===== config.mk =====
export PLATFORM = sky130hd
export DESIGN_NAME = lfsr_arbiter
export DESIGN_NICKNAME = d
export VERILOG_FILES = /design/src/rtl/lfsr_arbiter.sv
export SDC_FILE = /design/constraint.sdc
export NUM_CORES = 1
export LEC_CHECK = 0
export CAP_MARGIN = 20
export CORE_ASPECT_RATIO = 1.1
export CORE_MARGIN = 3
export CORE_UTILIZATION = 30
export DETAILED_ROUTE_END_ITERATION = 6
export PLACE_DENSITY = 0.6
export SLEW_MARGIN = 20
export SYNTH_ARGS = -nofsm -noshare
export SYNTH_HDL_FRONTEND = slang
export SYNTH_SLANG_ARGS = --single-unit

===== constraint.sdc =====
create_clock -name clk -period 1.8 [get_ports clk]
set_input_delay 0.54 -clock clk [delete_from_list [all_inputs] [get_ports clk]]
set_output_delay 0.54 -clock clk [all_outputs]
set_load 0.005 [all_outputs]

===== src/rtl/lfsr_arbiter.sv =====
// lfsr_arbiter: round-robin arbiter that serves each granted requester one
// WORD_W-bit random word drawn from a 16-bit Fibonacci LFSR.
//
// Ports:
//   clk        - single clock, rising edge
//   reset      - asynchronous, active-low reset
//   req        - per-requester request for one random word
//   ack        - granted requester accepts rnd_data (honoured only in HOLD)
//   seed_load  - load seed_in into the LFSR (honoured only in IDLE)
//   seed_in    - new seed; 16'hFFFF (lock-up value) is replaced by 16'hB4F3
//   gnt        - registered one-hot grant
//   rnd_valid  - rnd_data complete and stable
//   rnd_data   - delivered random word
//   busy       - FSM is not in IDLE
//   max_tick   - combinational: LFSR state equals the active seed
//   num_ones   - (LFSR_STATS_EN only) saturating count of 1 bits shifted out
//   num_zeroes - (LFSR_STATS_EN only) saturating count of 0 bits shifted out
//
// Build option: define LFSR_STATS_EN to add the num_ones/num_zeroes counters.
module lfsr_arbiter #(
  parameter int unsigned N_REQ  = 4,
  parameter int unsigned WORD_W = 16
) (
  input  logic              clk,
  input  logic              reset,
  input  logic [N_REQ-1:0]  req,
  input  logic              ack,
  input  logic              seed_load,
  input  logic [15:0]       seed_in,
  output logic [N_REQ-1:0]  gnt,
  output logic              rnd_valid,
  output logic [WORD_W-1:0] rnd_data,
  output logic              busy,
  output logic              max_tick
`ifdef LFSR_STATS_EN
  ,
  output logic [15:0]       num_ones,
  output logic [15:0]       num_zeroes
`endif
);

  localparam int unsigned LFSR_W     = 16;
  localparam int unsigned IDX_W      = $clog2(N_REQ);
  localparam int unsigned CNT_W      = 5;
  localparam logic [LFSR_W-1:0] RESET_SEED = 16'hB4F3;
  localparam logic [LFSR_W-1:0] LOCKUP     = 16'hFFFF;
  localparam logic [CNT_W-1:0]  LAST_BIT   = CNT_W'(WORD_W - 1);

  typedef enum logic [1:0] {
    IDLE = 2'd0,
    GEN  = 2'd1,
    HOLD = 2'd2
  } state_t;

  state_t             state_q, state_d;
  logic [N_REQ-1:0]   gnt_q, gnt_d;
  logic               valid_q, valid_d;
  logic [LFSR_W-1:0]  data_q, data_d;
  logic [LFSR_W-1:0]  lfsr_q, lfsr_d;
  logic [LFSR_W-1:0]  seed_q, seed_d;
  logic [IDX_W-1:0]   ptr_q, ptr_d;
  logic [IDX_W-1:0]   gidx_q, gidx_d;
  logic [CNT_W-1:0]   cnt_q, cnt_d;
  logic               busy_q, busy_d;

  logic [LFSR_W-1:0]  lfsr_nxt;
  logic [LFSR_W-1:0]  seed_fix;
  logic               req_held;
  logic               win_found;
  logic [IDX_W-1:0]   win_idx;
  logic [IDX_W-1:0]   cand;

  // Four-tap XNOR feedback; the all-ones state is the lock-up value.
  assign lfsr_nxt = {lfsr_q[LFSR_W-2:0],
                     ~(lfsr_q[3] ^ lfsr_q[12] ^ lfsr_q[14] ^ lfsr_q[15])};

  // Never let a seed park the LFSR in its lock-up state.
  assign seed_fix = (seed_in == LOCKUP) ? RESET_SEED : seed_in;

  // The current winner still wants its word.
  assign req_held = |(req & gnt_q);

  // Round-robin search starting at the index after the last winner.
  always_comb begin : p_rr
    win_found = 1'b0;
    win_idx   = '0;
    cand      = '0;
    for (int unsigned i = 1; i <= N_REQ; i++) begin
      cand = IDX_W'((32'(ptr_q) + i) % N_REQ);
      if (!win_found && req[cand]) begin
        win_found = 1'b1;
        win_idx   = cand;
      end
    end
  end

  // Next-state and next-output logic.
  always_comb begin : p_next
    state_d = state_q;
    gnt_d   = gnt_q;
    valid_d = valid_q;
    data_d  = data_q;
    lfsr_d  = lfsr_q;
    seed_d  = seed_q;
    ptr_d   = ptr_q;
    gidx_d  = gidx_q;
    cnt_d   = cnt_q;

    unique case (state_q)
      IDLE: begin
        if (seed_load) begin
          lfsr_d = seed_fix;
          seed_d = seed_fix;
        end else if (win_found) begin
          gnt_d   = N_REQ'(1) << win_idx;
          gidx_d  = win_idx;
          data_d  = '0;
          cnt_d   = '0;
          state_d = GEN;
        end
      end

      GEN: begin
        if (!req_held) begin
          // Abort: the LFSR keeps its state so the next word continues the sequence.
          state_d = IDLE;
          gnt_d   = '0;
          ptr_d   = gidx_q;
        end else begin
          lfsr_d = lfsr_nxt;
          data_d = {data_q[LFSR_W-2:0], lfsr_q[15]};
          cnt_d  = cnt_q + CNT_W'(1);
          if (cnt_q == LAST_BIT) begin
            state_d = HOLD;
            valid_d = 1'b1;
          end
        end
      end

      HOLD: begin
        if (!req_held || ack) begin
          state_d = IDLE;
          gnt_d   = '0;
          valid_d = 1'b0;
          ptr_d   = gidx_q;
        end
      end

      default: begin
        state_d = IDLE;
        gnt_d   = '0;
        valid_d = 1'b0;
      end
    endcase

    busy_d = (state_d != IDLE);
  end

  // State and output registers.
  always_ff @(posedge clk or negedge reset) begin : p_regs
    if (!reset) begin
      state_q <= IDLE;
      gnt_q   <= '0;
      valid_q <= 1'b0;
      data_q  <= '0;
      lfsr_q  <= RESET_SEED;
      seed_q  <= RESET_SEED;
      ptr_q   <= IDX_W'(N_REQ - 1);
      gidx_q  <= '0;
      cnt_q   <= '0;
      busy_q  <= 1'b0;
    end else begin
      state_q <= state_d;
      gnt_q   <= gnt_d;
      valid_q <= valid_d;
      data_q  <= data_d;
      lfsr_q  <= lfsr_d;
      seed_q  <= seed_d;
      ptr_q   <= ptr_d;
      gidx_q  <= gidx_d;
      cnt_q   <= cnt_d;
      busy_q  <= busy_d;
    end
  end

  assign gnt       = gnt_q;
  assign rnd_valid = valid_q;
  assign rnd_data  = data_q[WORD_W-1:0];
  assign busy      = busy_q;
  assign max_tick  = (lfsr_q == seed_q);

`ifdef LFSR_STATS_EN
  logic stat_inc;
  logic stat_clr;

  assign stat_inc = (state_q == GEN) && req_held;
  assign stat_clr = (state_q == IDLE) && seed_load;

  // Saturating bit-population counters over every bit shifted into rnd_data.
  always_ff @(posedge clk or negedge reset) begin : p_stats
    if (!reset) begin
      num_ones   <= '0;
      num_zeroes <= '0;
    end else if (stat_clr) begin
      num_ones   <= '0;
      num_zeroes <= '0;
    end else if (stat_inc) begin
      if (lfsr_q[15]) begin
        if (num_ones != 16'hFFFF) num_ones <= num_ones + 16'd1;
      end else begin
        if (num_zeroes != 16'hFFFF) num_zeroes <= num_zeroes + 16'd1;
      end
    end
  end
`endif

endmodule


==> results of run 1 <==
## synth_stat cells, drive strengths merged, types with 6 or more instances
cell / instances / area (sq um)
nand2b: 6 / 37.5
a31oi: 16 / 100
dfstp: 22 / 578
xnor2: 18 / 158
clkbuf: 7 / 26.3
nor3: 17 / 85.1
nand3: 9 / 45.0
a22o: 27 / 236
nand4: 8 / 50.1
nand2: 63 / 236
o21ai: 7 / 35.0
buf: 10 / 61.3
dfrtp: 43 / 1080
nor2: 7 / 45.1
a21oi: 7 / 46.3
## final cells by class
class	count	area, sq um
clock buffers	10	138
clock inverters	6	67.6
fillers	975	5210
inverters	3	11.3
multi-input cells	229	1550
flip-flops and latches	65	1650
well taps	140	175
repair buffers	131	1270
## cells by family after synthesis
family	after synthesis	share of synthesized area, %
AO/OA/AOI/OAI	75	18.0
XOR/XNOR	19	5.24
adder cells (fa/ha/maj)	2	0.788
buffers and inverters	20	3.11
flip-flops	65	52.1
multiplexers	4	1.30
AND/OR/NAND/NOR	126	19.4
## cells in the final DEF, fill, tap and decap left out, types with 4 or more instances in the layout
| cell | Yosys | routed |
|---|---|---|
| clkbuf_8 | 0 | 10 |
| buf_12 | 0 | 7 |
| dlymetal6s2s_1 | 0 | 22 |
| o21ai_0 | 6 | 4 |
| buf_6 | 2 | 7 |
| a21oi_1 | 6 | 5 |
| clkdlybuf4s50_1 | 0 | 7 |
| nand4_1 | 8 | 8 |
| nor2_1 | 5 | 5 |
| a31oi_1 | 16 | 16 |
| a22o_1 | 27 | 26 |
| nor3_1 | 17 | 12 |
| dfrtp_1 | 43 | 43 |
| xnor2_1 | 18 | 16 |
| buf_4 | 0 | 69 |
| nand3_1 | 9 | 9 |
| dlygate4sd2_1 | 0 | 15 |
| nand2b_1 | 6 | 6 |
| nor3_2 | 0 | 5 |
| dfstp_2 | 22 | 22 |
| nand2_1 | 63 | 63 |
## through the flow
| step | cells | area [sq um] | setup WS [ns] | TNS (ns) |
|---|---|---|---|---|
| 5_1_grt | 584 | 4870 | -0.550 | -0.566 |
| 6_report | 584 | 4870 | -0.398 | -0.398 |
| 3_3_place_gp | 543 | 4270 | -0.524 | -25.60 |
| 3_5_place_dp | 543 | 4270 | -0.614 | -28.41 |
| 4_1_cts | 573 | 4620 | -0.390 | -0.391 |
| 2_1_floorplan | 311 | 3180 | -0.00971 | -0.0583 |
## sequential cells by signal, summed over array words and instances (netlist names)
name / count
lfsr_q: 16
rnd_valid: 1
cnt_q: 5
seed_q: 16
state_q: 2
gidx_q: 2
gnt: 4
ptr_q: 2
rnd_data: 16
busy: 1
## how the worst max path moves through the flow
stage,from,endpoint,slack [ns],cells past startpoint
6_report,seed_q[13]$_DFFE_PN1P_,max_tick,-0.40,4
5_1_grt,seed_q[13]$_DFFE_PN1P_,max_tick,-0.55,4
4_1_cts,seed_q[15]$_DFFE_PN1P_,max_tick,-0.39,4
3_5_place_dp,req[0],rnd_data[10]$_DFFE_PN0P_,-0.61,6
3_3_place_gp,req[0],rnd_data[13]$_DFFE_PN0P_,-0.52,6
2_1_floorplan,seed_in[2],seed_q[11]$_DFFE_PN0P_,-0.01,6
## where the power goes
part           switching [mW]  internal [mW]  leakage, nW
clock                   0.584          0.679       0.0985
sequential              0.395           2.10        0.795
combinational            1.52           1.77         1.59
total                    2.50           4.55         2.48
## worst max-delay path: stages (launching register included)
cell	delay (ns)
dfstp_2	0.56
xnor2_2	0.12
nand4_1	0.16
nor4_2	0.33
buf_2	0.16
## what timing repair did
| item | 4_1_cts | 5_1_grt |
|---|---|---|
| buffers inserted | 11 | 9 |
| pin swaps | 13 | 10 |
| endpoints found under the setup margin | 63 | 58 |
| endpoints found under the hold margin | 0 | 0 |
| resized for setup | 31 | 37 |
| cloned | 3 | 2 |
## layer usage
metal / vias up / track usage, % / wire length (um)
met5: - / 0 / 0
li1: 1389 / - / -
met3: 10 / 4.30 / 409
met1: 1424 / 18.9 / 3840
met2: 70 / 26.4 / 4540
met4: 0 / 3.90 / 87
==> results.py, run 1 <==
metrics = {
    "logic_synthesis": {
        "synth.distinct_cells": 49,
        "syn_nets": 337,
        "synth_seq_area_share_pct": 52.1,
        "syn_avg_cell_area_sq_um": 10.2,
        "ys.flop_type": "dfrtp_1",
        "synth_edf_count": 0,
        "ys_async_sr_fraction_pct": 100,
        "ys_ff_latch": 65,
        "ys_warn_count": 0,
        "syn_area_sq_mm": 0.00318,
        "syn_inst": 311,
    },
    "global_route": {
        "grt_pass1_vias": 2928,
        "track_usage_pct": 15.2,
        "grt.overflow.total": 0,
        "antenna_found_initial": 0,
        "grt_pass1_wl_um": 14500,
        "grt_max_degree": 66,
    },
    "critical_path": {
        "rr_startpoint": "gnt[0]$_DFFE_PN0P_",
        "r2r-end": "rnd_data[10]$_DFFE_PN0P_",
        "crit_path_end_kind": "output port",
        "path_class": "register to output port",
        "reg2reg_slack_ns": 0.19,
        "cp.arrival_ns": 1.66,
        "rr_worst_depth": 7,
        "cp_max_fo": 2,
        "startpoint_type": "register",
        "crit_required_ns": 1.26,
    },
    "clock_network": {
        "cts_tree": "built",
        "cts_sinks": 65,
        "h-tree-depth": 3,
        "clockRootBuffer": "clkbuf_8",
        "cts_buffer_depth": 2,
        "clock_latency_ns": 0.34,
        "cts_buffers": 9,
        "cts_hold_buffers": 0,
        "path_clk_slew_ns": 0.08,
    },
    "route": {
        "drt_iter0_drc": 86,
        "drt_wl_total_um": 8880,
        "num_vias": 2893,
        "post-route-drc-count": 0,
        "ant_nets": 0,
        "drt_pass1_iterations": 5,
        "via_per_inst": 4.95,
        "wire_per_inst_um": 15.2,
    },
    "sta": {
        "fin_hold_ws_ns": 0.190,
        "final-max-slew-violation-count": 0,
        "tightestPinTransition_ns": 0.412,
        "fin_crit_sh_pct": 122,
        "finClkSkew_ns": 0.0114,
        "setup_slack_ns": -0.398,
        "setup_viol": 1,
        "max_freq_ghz": 0.455,
        "rsz0062_at_grt": "yes",
        "period_minus_slack_ns": 2.20,
        "hold_viol_final": 0,
        "max_slew_margin_pct": 72.5,
    },
    "finish": {
        "area_growth_syn_to_layout_pct": 53.4,
        "final_core_util_pct": 48.3,
        "final_nets": 465,
        "drive_above_1_share_pct": 35.1,
        "n_antenna_cell": 0,
    },
    "floorplanning": {
        "num_rows": 38,
        "die_h_um": 114,
        "io_pins": 47,
        "core_area_sq_mm": 0.0101,
        "initial_utilization_pct": 31.5,
        "fp.dieW_um": 104,
        "dieArea_sq_mm": 0.0119,
    },
    "power": {
        "p_leak_nw": 2.48,
        "power_mw": 7.05,
        "powerDensity_mw_per_mm2": 1450,
        "vdd_ir_drop_max_mv": 0.652,
    },
    "place": {
        "port_buffers": 46,
        "routabilityCongestion": 0.864,
        "place_hpwl_um": 5920,
    },
    "status": {
        "status": "complete, but fails checks",
        "violations": "setup timing",
    },
    "hold_path": {
        "min_path_type": "primary input to asynchronous set/reset pin",
    },
    "run": {
        "maxCapViolations": 0,
    },
}
Note: power is estimated with default switching activity, not from simulation.
==> run 2: changes to the inputs <==
--- a/config.mk
+++ b/config.mk
@@ -6,7 +6,6 @@
 export NUM_CORES = 1
 export LEC_CHECK = 0
 export CAP_MARGIN = 20
-export CORE_ASPECT_RATIO = 1.1
 export CORE_MARGIN = 3
 export CORE_UTILIZATION = 30
 export DETAILED_ROUTE_END_ITERATION = 6
==> run 2 against run 1 <==
Net effect:
- first-iteration DRC count grew 13%
- critical endpoint unchanged
- clock-buffer cell count stayed put
- sequential cell count unchanged
- critical path type unchanged
- sequential share of layout area increased by 0.72 points
- cell count fell by 1.7%
- clock power down 9.5%
- the run still ends with setup timing left
- clock skew about the same
- via count rose by 0.31%
- critical path depth unchanged
==> results.py, run 2 (synthesized netlist as in run 1, its figures left out) <==
metrics = {
    "clock_network": {
        "cts_hold_buffers": 0,
        "cts_sinks": 65,
        "cts_tree": "built",
        "h-tree-depth": 3,
        "clock_latency_ns": 0.35,
        "cts_buffer_depth": 2,
        "clockRootBuffer": "clkbuf_8",
        "cts_buffers": 9,
        "path_clk_slew_ns": 0.08,
    },
    "global_route": {
        "antenna_found_initial": 0,
        "grt_max_degree": 66,
        "grt.overflow.total": 0,
        "grt_pass1_wl_um": 15100,
        "grt_pass1_vias": 3017,
        "track_usage_pct": 16.4,
    },
    "finish": {
        "multiInputGateArea_sq_mm": 0.00155,
        "stdcell_area_sq_mm": 0.00477,
        "seq_area_sq_mm": 0.00165,
        "layout_common_cells": "buf_4, nand2_1, dfrtp_1",
        "area_growth_syn_to_layout_pct": 50.2,
        "final_common_cell": "buf_4",
        "drive_above_1_share_pct": 34.2,
        "fill_cells": 935,
        "final_nets": 462,
        "n_antenna_cell": 0,
        "final_cells": 574,
        "final_core_util_pct": 47.5,
    },
    "floorplanning": {
        "die_h_um": 109,
        "num_rows": 36,
        "dieArea_sq_mm": 0.0119,
        "initial_utilization_pct": 31.6,
        "io_pins": 47,
        "fp.dieW_um": 109,
        "core_area_sq_mm": 0.0100,
    },
    "place": {
        "place_hpwl_um": 6110,
        "placed_area_sq_mm": 0.00419,
        "port_buffers": 46,
        "routabilityCongestion": 0.815,
        "place_inst": 532,
    },
    "sta": {
        "final-max-slew-violation-count": 0,
        "max_freq_ghz": 0.471,
        "finClkSkew_ns": 0.0111,
        "setup_slack_ns": -0.323,
        "fin_crit_sh_pct": 118,
        "max_slew_margin_pct": 75.2,
        "rsz0062_at_grt": "yes",
        "tightestPinTransition_ns": 0.372,
        "setup_viol": 1,
        "hold_viol_final": 0,
        "period_minus_slack_ns": 2.12,
    },
    "critical_path": {
        "cp_num_buf_inv": 1,
        "cp_max_fo": 2,
        "startpoint_type": "register",
        "cpPeakStageDelay_ns": 0.57,
        "crit_required_ns": 1.26,
        "crit_chain": "xnor2_2 > nand4_1 > nor4_1 > buf_2",
        "path_delay_family": "flip-flops",
        "slowest_stage": "dfstp_2",
        "path_class": "register to output port",
        "cp.arrival_ns": 1.58,
        "crit_path_end_kind": "output port",
    },
    "status": {
        "violations": "setup timing",
        "status": "complete, but fails checks",
    },
    "power": {
        "p_leak_nw": 2.39,
        "powerDensity_mw_per_mm2": 1450,
        "vdd_ir_drop_max_mv": 0.602,
    },
    "hold_path": {
        "min_path_type": "primary input to asynchronous set/reset pin",
    },
    "route": {
        "via_per_inst": 5.06,
        "drt_pass1_iterations": 4,
        "ant_nets": 0,
        "wire_per_inst_um": 15.9,
        "num_vias": 2902,
        "drt_iter0_drc": 97,
        "post-route-drc-count": 0,
        "drt_wl_total_um": 9140,
    },
    "run": {
        "maxCapViolations": 0,
    },
}
[run 2: changes by cell type in the layout (fill, tap and decap cells not counted), sizes merged]
| cell | change |
|---|---|
| buf | -2 |
| bufbuf | +2 |
| bufinv | -1 |
| clkbuf | -2 |
| clkdlybuf4s50 | +7 |
| clkinv | -1 |
| clkinvlp | +2 |
| dlygate4sd2 | -2 |
| dlymetal6s2s | -5 |
| nor2 | -1 |
[run 2: final timing paths]
path / to / cells past startpoint / from / slack [ns]
max: max_tick / 4 / lfsr_q[15]$_DFFE_PN1P_ / -0.32
min: lfsr_q[9]$_DFFE_PN0P_ / 2 / reset / 0.19
max reg2reg: gnt[1]$_DFFE_PN0P_ / 6 / gnt[2]$_DFFE_PN0P_ / 0.16
min reg2reg: seed_q[4]$_DFFE_PN1P_ / 2 / seed_q[4]$_DFFE_PN1P_ / 0.47
max in group asynchronous: lfsr_q[1]$_DFFE_PN1P_ / 2 / reset / 1.25
min in group clk: seed_q[4]$_DFFE_PN1P_ / 2 / seed_q[4]$_DFFE_PN1P_ / 0.47
[run 2: final cells by class]
| class | count | area share [%] |
|---|---|---|
| clock buffers | 10 | 2.89 |
| clock inverters | 6 | 0.918 |
| inverters | 3 | 0.236 |
| repair buffers | 129 | 25.4 |
| flip-flops and latches | 65 | 34.7 |
| well taps | 133 | 3.49 |
| multi-input cells | 228 | 32.4 |
[run 2: repair_timing]
action / in CTS / in global routing
setup buffers: 15 / 7
pin swaps: 14 / 5
endpoints found under the hold margin: 0 / 0
gates cloned: 4 / 0
setup endpoints to repair: 63 / 42
resized for setup: 33 / 24
[run 2: routing by layer]
layer	global-route usage (%)	share of wire, %	vias up
met5	0	0	-
met3	4.20	5.4	8
met4	5.32	0.79	0
met1	22.2	46	1428
li1	-	-	1381
met2	25.8	48	85
[run 2: power by group]
group | internal [mW] | switching, mW | total (mW)
clock network | 0.536 | 0.607 | 1.14
logic | 1.74 | 1.51 | 3.24
registers | 2.11 | 0.418 | 2.52
total | 4.38 | 2.53 | 6.91
[run 2: through the flow]
stage	TNS (ns)	worst slack (ns)	total power, mW	hold WS (ns)
global placement	-21.61	-0.444	5.28	0.455
global route	-0.415	-0.386	7.40	0.217
CTS	-0.308	-0.308	6.87	0.215
detailed placement	-22.52	-0.469	5.36	0.457
finish	-0.323	-0.323	6.91	0.195
floorplan	-0.0583	-0.00971	4.14	0.244
